**config.mk**
```make
export PLATFORM = sky130hd
export DESIGN_NAME = data_memory
export DESIGN_NICKNAME = d
export VERILOG_FILES = /design/src/rtl/data_memory.sv
export SDC_FILE = /design/constraint.sdc
export NUM_CORES = 2
export LEC_CHECK = 0
export BUFFER_PORTS_ARGS = -buffer_cell sky130_fd_sc_hd__clkbuf_2
export CORE_AREA = 4 4 421 464
export CTS_CLUSTER_SIZE = 8
export DETAILED_ROUTE_END_ITERATION = 12
export DIE_AREA = 0 0 425 468
export HOLD_SLACK_MARGIN = 0.12
export PLACE_DENSITY = 0.76
export SLEW_MARGIN = 20
export SYNTH_ARGS = -nofsm -noshare
export SYNTH_HDL_FRONTEND = slang
export SYNTH_SLANG_ARGS = --single-unit
```
**constraint.sdc**
```tcl
create_clock -name CLK -period 6.66 [get_ports CLK]
set_input_delay 1.332 -clock CLK [delete_from_list [all_inputs] [get_ports CLK]]
set_output_delay 1.332 -clock CLK [all_outputs]
set_load 0.01 [all_outputs]
```
**src/rtl/data_memory.sv**
```systemverilog
// data_memory: byte-addressed slow data memory answering the CPU READ/WRITE/BUSYWAIT
// handshake. Each access stalls the CPU for LATENCY+1 cycles. The request cycle
// stalls combinationally, and then LATENCY cycles are spent in ACCESS. A single
// DONE cycle follows, in which READDATA is valid and BUSYWAIT is low.
//
// Handshake: the CPU raises exactly one of READ/WRITE and holds it until it sees
// BUSYWAIT fall. ADDRESS/WRITEDATA are captured on the edge that accepts the
// request, and later input changes are ignored until the access finishes. DONE
// always returns to IDLE, so a request still held high in DONE cannot retrigger.
module data_memory #(
  parameter int ADDR_WIDTH = 8,
  parameter int DATA_WIDTH = 8,
  parameter int LATENCY    = 5
) (
  input  logic                  CLK,
  input  logic                  RESET_N,
  input  logic                  READ,
  input  logic                  WRITE,
  input  logic [ADDR_WIDTH-1:0] ADDRESS,
  input  logic [DATA_WIDTH-1:0] WRITEDATA,
  output logic [DATA_WIDTH-1:0] READDATA,
  output logic                  BUSYWAIT,
  output logic [1:0]            state
);

  localparam int DEPTH = 1 << ADDR_WIDTH;
  localparam logic [3:0] LAT = 4'(LATENCY);

  typedef enum logic [1:0] {
    IDLE   = 2'd0,
    ACCESS = 2'd1,
    DONE   = 2'd2
  } fsm_t;

  fsm_t                  fsm;
  logic [3:0]            counter;
  logic                  op_write;
  logic [ADDR_WIDTH-1:0] addr_q;
  logic [DATA_WIDTH-1:0] data_q;
  logic [DATA_WIDTH-1:0] mem [DEPTH];
  logic                  req_valid;

  // Exactly one request line high; both high is treated as no request.
  assign req_valid = READ ^ WRITE;

  // Stall immediately on a valid request in IDLE and for the whole ACCESS phase.
  // Reset forces BUSYWAIT low, even when the CPU still holds a request line high.
  assign BUSYWAIT = RESET_N & (((fsm == IDLE) & req_valid) | (fsm == ACCESS));

  assign state = fsm;

  // FSM, request latching, memory array and registered read data.
  always_ff @(posedge CLK or negedge RESET_N) begin
    if (!RESET_N) begin
      fsm      <= IDLE;
      counter  <= '0;
      op_write <= 1'b0;
      addr_q   <= '0;
      data_q   <= '0;
      READDATA <= '0;
      for (int i = 0; i < DEPTH; i++) begin
        mem[i] <= '0;
      end
    end else begin
      case (fsm)
        IDLE: begin
          if (req_valid) begin
            op_write <= WRITE;
            addr_q   <= ADDRESS;
            data_q   <= WRITEDATA;
            counter  <= 4'd1;
            fsm      <= ACCESS;
          end
        end
        ACCESS: begin
          if (counter == LAT) begin
            if (op_write) begin
              mem[addr_q] <= data_q;
            end else begin
              READDATA <= mem[addr_q];
            end
            fsm <= DONE;
          end else begin
            counter <= counter + 4'd1;
          end
        end
        DONE: begin
          counter <= '0;
          fsm     <= IDLE;
        end
        default: begin
          counter <= '0;
          fsm     <= IDLE;
        end
      endcase
    end
  end

endmodule

```
==> summary.md <==
| Metric | Value |
|---|---|
| Outcome | complete, no violations |
| Worst path slowest cell | dfrtp_4 |
| Fraction of registers with async set/reset | 100.0% |
| Number of hold buffers added after CTS | 0 |
| RePlAce Congestion | 0.8792 |
| RSZ-0062 raised after global routing | false |
| CTS tree | yes |
| Startpoint class of the critical path | flop |
| PwrDens | 353.4 mW/mm^2 |
| Mapped Area | 0.09491 sq mm |
| Power share of the clock group | 36.2% |
| Clock tree buffer depth | 4 |
| Worst r2r dst | READDATA[1] |
| I/O pin total | 31 |
| First-iteration detailed-routing DRC count | 4,297 |
| Hold WS | 0.3969 ns |
| Area grow syn2layout | 11.18% |
| Number of flops mapped to enable cells by yosys | 0 |
| Synthesized flop and latch total | 2,079 |
| Crit path from | addr_q[1] |
| Synth Flop Type | dfrtp_1 |
| Initial Util | 49.84% |
| Unique masters post-synth | 60 |
| DR DRC count | 0 |
| Die area | 0.1989 sq mm |
| Slew Viols, Final | 0 |
| Syn. warnings | 0 |
| Final net count | 5,970 |
| Combinational share of power | 24.4% |
| Worst Setup Path Type | reg -> reg |
| Routed vias/inst | 6.392 |
| Postcts setup bufs | 0 |
| # rows | 168 |
| Synth Net Count | 5,973 |
| Routed vias | 54,480 |
| Sequential share of the synthesized area | 54.82% |
| Critical Path Sink Type | flop |
| R2R cell count | 9 |
| Initial antenna violation count | 2 |
| Clock-pin slew on the worst setup and hold paths | 0.05 ns |
| First-pass GRT wire length | 381.0 mm |
| Clock insertion delay at the later pin of the skew report | 0.92 ns |
| HP Class | in -> async |
| DR pass1 iterations | 5 |
| Clk_skew | 0.05479 ns |
| Period utilization | 70.41% |
| Number of H-tree levels | 5 |
| Switching part of the total | 33.43% |
| DIE WIDTH | 425 um |
| Crit-path max cell delay | 0.82 ns |
| Final setup viols | 0 |
| Fraction of layout cells with a size suffix above 1 | 54.87% |
| Pin count of the biggest net entering global routing | 197 |
| Routed len/inst | 29.47 um |
| Clk sinks | 2,079 |
| Fillers | 14,730 |
| Dpl cell area | 0.09739 sq mm |
| CTS Buf Count | 310 |
| Peak supply drop | 0.4572 mV |
| Die Height | 468 um |
| Gr usage total | 25.46% |
| Syn_area_per_cell | 15.95 sq um |
| WL final | 251.2 mm |
| Worst R2R Start | addr_q[1] |
| IO buf count | 30 |
| Fin area | 0.1055 sq mm |
| CP Cell Sequence | buf_12 -> buf_4 -> mux4_2 -> mux2i_1 -> o221ai_1 -> o21ai_0 -> nand4_1 -> nor2_1 -> a21oi_1 |
| Setup TNS | 0 ns |
| CTS-repair resized insts | 0 |
| Reg-to-reg slack, setup | 1.97 ns |
| Internal power | 24.82 mW |
| Largest fanout on the critical path | 111 |
| Leakage | 50.03 nW |
| Post-layout power | 37.29 mW |
| Clock Root Buffer | clkbuf_16 |
| DRT antenna net count | 0 |
| Post-route minimum period | 4.689 ns |
| Mapped Cells | 5,951 |
| Gr ovfl total | 0 |
| Fmax | 0.2132 GHz |
| Maximum capacitance violations | 0 |
| Detailed Place HPWL | 155.0 mm |
| Worst Path Arrival | 5.46 ns |
| Worst Tran Pin Value | 1.426 ns |
| Slew Limit Headroom | 4.945% |
| Final Hold Vio Count | 0 |
| Sequential share of power | 39.4% |
| Core Area | 0.1904 sq mm |
| Switching power | 12.47 mW |
| Vias in the first global route | 57,880 |
| CP Data Required Time | 7.43 ns |
stage by stage:
| step | setup WS [ns] | utilization [%] | cells |
|---|---|---|---|
| after floorplan | 3.402 | - | 5951 |
| after global placement | 2.034 | 51.13 | 8184 |
| after detailed placement | 2.038 | 51.14 | 8184 |
| after CTS | 2.027 | 55.37 | 8518 |
| after global routing | 1.891 | 55.41 | 8521 |
| final | 1.971 | 55.41 | 8524 |
registers in the layout (all words and copies together) (netlist names):
register	count
data_q	8
state	2
READDATA	8
op_write	1
counter	4
addr_q	8
mem	2048
per-layer routing:
metal	GRT usage, %	up-vias	wire length [um]
met2	39.42	1972	117900
met4	12.40	0	13800
li1	-	22100	-
met3	5.525	639	17670
met5	0	-	0
met1	34.41	29780	101800
cell usage in the layout (no fill, tap or decap), types with 5 or more instances in the layout:
cell,count
mux2_2,2072
dfrtp_1,2066
mux4_2,548
clkbuf_16,318
nand2_1,153
nor2_2,119
mux2i_1,98
nor2_1,76
buf_4,68
a22oi_1,59
nor2_4,41
o22ai_1,31
a21oi_1,30
clkbuf_2,29
buf_12,27
nand3_1,24
o21ai_0,17
nor3_1,14
dfrtp_4,12
nand2_2,10
a221oi_1,10
clkbuf_1,10
nand4_1,9
nor4_1,9
nand2b_1,7
a31oi_1,7
and2_1,6
and3_1,6
nor2b_1,5
o32a_1,5
or3_1,5
critical path, delay by kind of cell (launching register included):
family	cells	cell delay (ns)
flip-flops	1	0.82
AO/OA/AOI/OAI	3	0.62
multiplexers	2	1.08
buffers and inverters	2	1.01
AND/OR/NAND/NOR	2	0.93
cell families after synthesis:
family | after synthesis | synth area share [%]
compound gates | 194 | 1.419
fa+ha+maj | 2 | 0.02636
mux | 2718 | 38.62
xor+xnor | 1 | 0.009230
flops | 2079 | 54.82
buf+inv | 446 | 2.154
simple gates | 511 | 2.953
power by group through the flow:
| stage | registers (mW) | clock network, mW | logic [mW] |
|---|---|---|---|
| 2_1_floorplan | 13.9 | 0 | 6.55 |
| 3_3_place_gp | 14.8 | 0 | 8.82 |
| 3_5_place_dp | 14.9 | 0 | 8.93 |
| 4_1_cts | 14.7 | 13.7 | 8.94 |
| 5_1_grt | 14.8 | 14.3 | 9.50 |
| 6_report | 14.7 | 13.5 | 9.09 |
area by class of cell:
| class | instances | area, sq um | share of cell area, % |
|---|---|---|---|
| flip-flops and latches | 2079 | 52070 | 49.35 |
| multi-input cells | 3426 | 40910 | 38.77 |
| clock buffers | 329 | 8009 | 7.590 |
| well taps | 2550 | 3191 | 3.024 |
| repair buffers | 128 | 1274 | 1.207 |
| clock inverters | 5 | 50.05 | 0.04743 |
| inverters | 3 | 11.26 | 0.01067 |
| diodes | 4 | 10.01 | 0.009486 |
how the worst max path moves through the flow:
stage,cells past startpoint,slack [ns],endpoint
6_report,9,1.97,READDATA[1]
5_1_grt,9,1.89,READDATA[1]
4_1_cts,9,2.03,READDATA[1]
3_5_place_dp,9,2.04,READDATA[1]
3_3_place_gp,9,2.03,READDATA[1]
2_1_floorplan,3,3.40,BUSYWAIT
Yosys cell counts, drive strengths merged, types with 3 or more instances:
| cell | instances | share of area [%] |
|---|---|---|
| and2 | 7 | 0.046 |
| o21ai | 18 | 0.095 |
| mux2 | 2072 | 25 |
| o22a | 4 | 0.037 |
| o2111ai | 3 | 0.028 |
| nor4 | 9 | 0.059 |
| a22oi | 59 | 0.47 |
| a31oi | 7 | 0.046 |
| nor3b | 5 | 0.045 |
| buf | 174 | 1.1 |
| mux2i | 98 | 1.0 |
| nor3 | 18 | 0.11 |
| or3 | 5 | 0.033 |
| or3b | 3 | 0.028 |
| a211oi | 4 | 0.032 |
| a21oi | 30 | 0.16 |
| nand2 | 165 | 0.66 |
| o221ai | 4 | 0.037 |
| nand4 | 9 | 0.059 |
| nand3b | 4 | 0.032 |
| nor2b | 9 | 0.059 |
| dfrtp | 2079 | 55 |
| nand3 | 24 | 0.13 |
| a22o | 3 | 0.028 |
| clkbuf | 269 | 1.1 |
| nand2b | 7 | 0.046 |
| o211ai | 3 | 0.024 |
| nor2 | 236 | 1.6 |
| o32a | 5 | 0.053 |
| mux4 | 548 | 13 |
| and3 | 6 | 0.040 |
| o22ai | 31 | 0.20 |
| a221oi | 10 | 0.092 |
No activity file was read; power rests on OpenSTA's default activity.
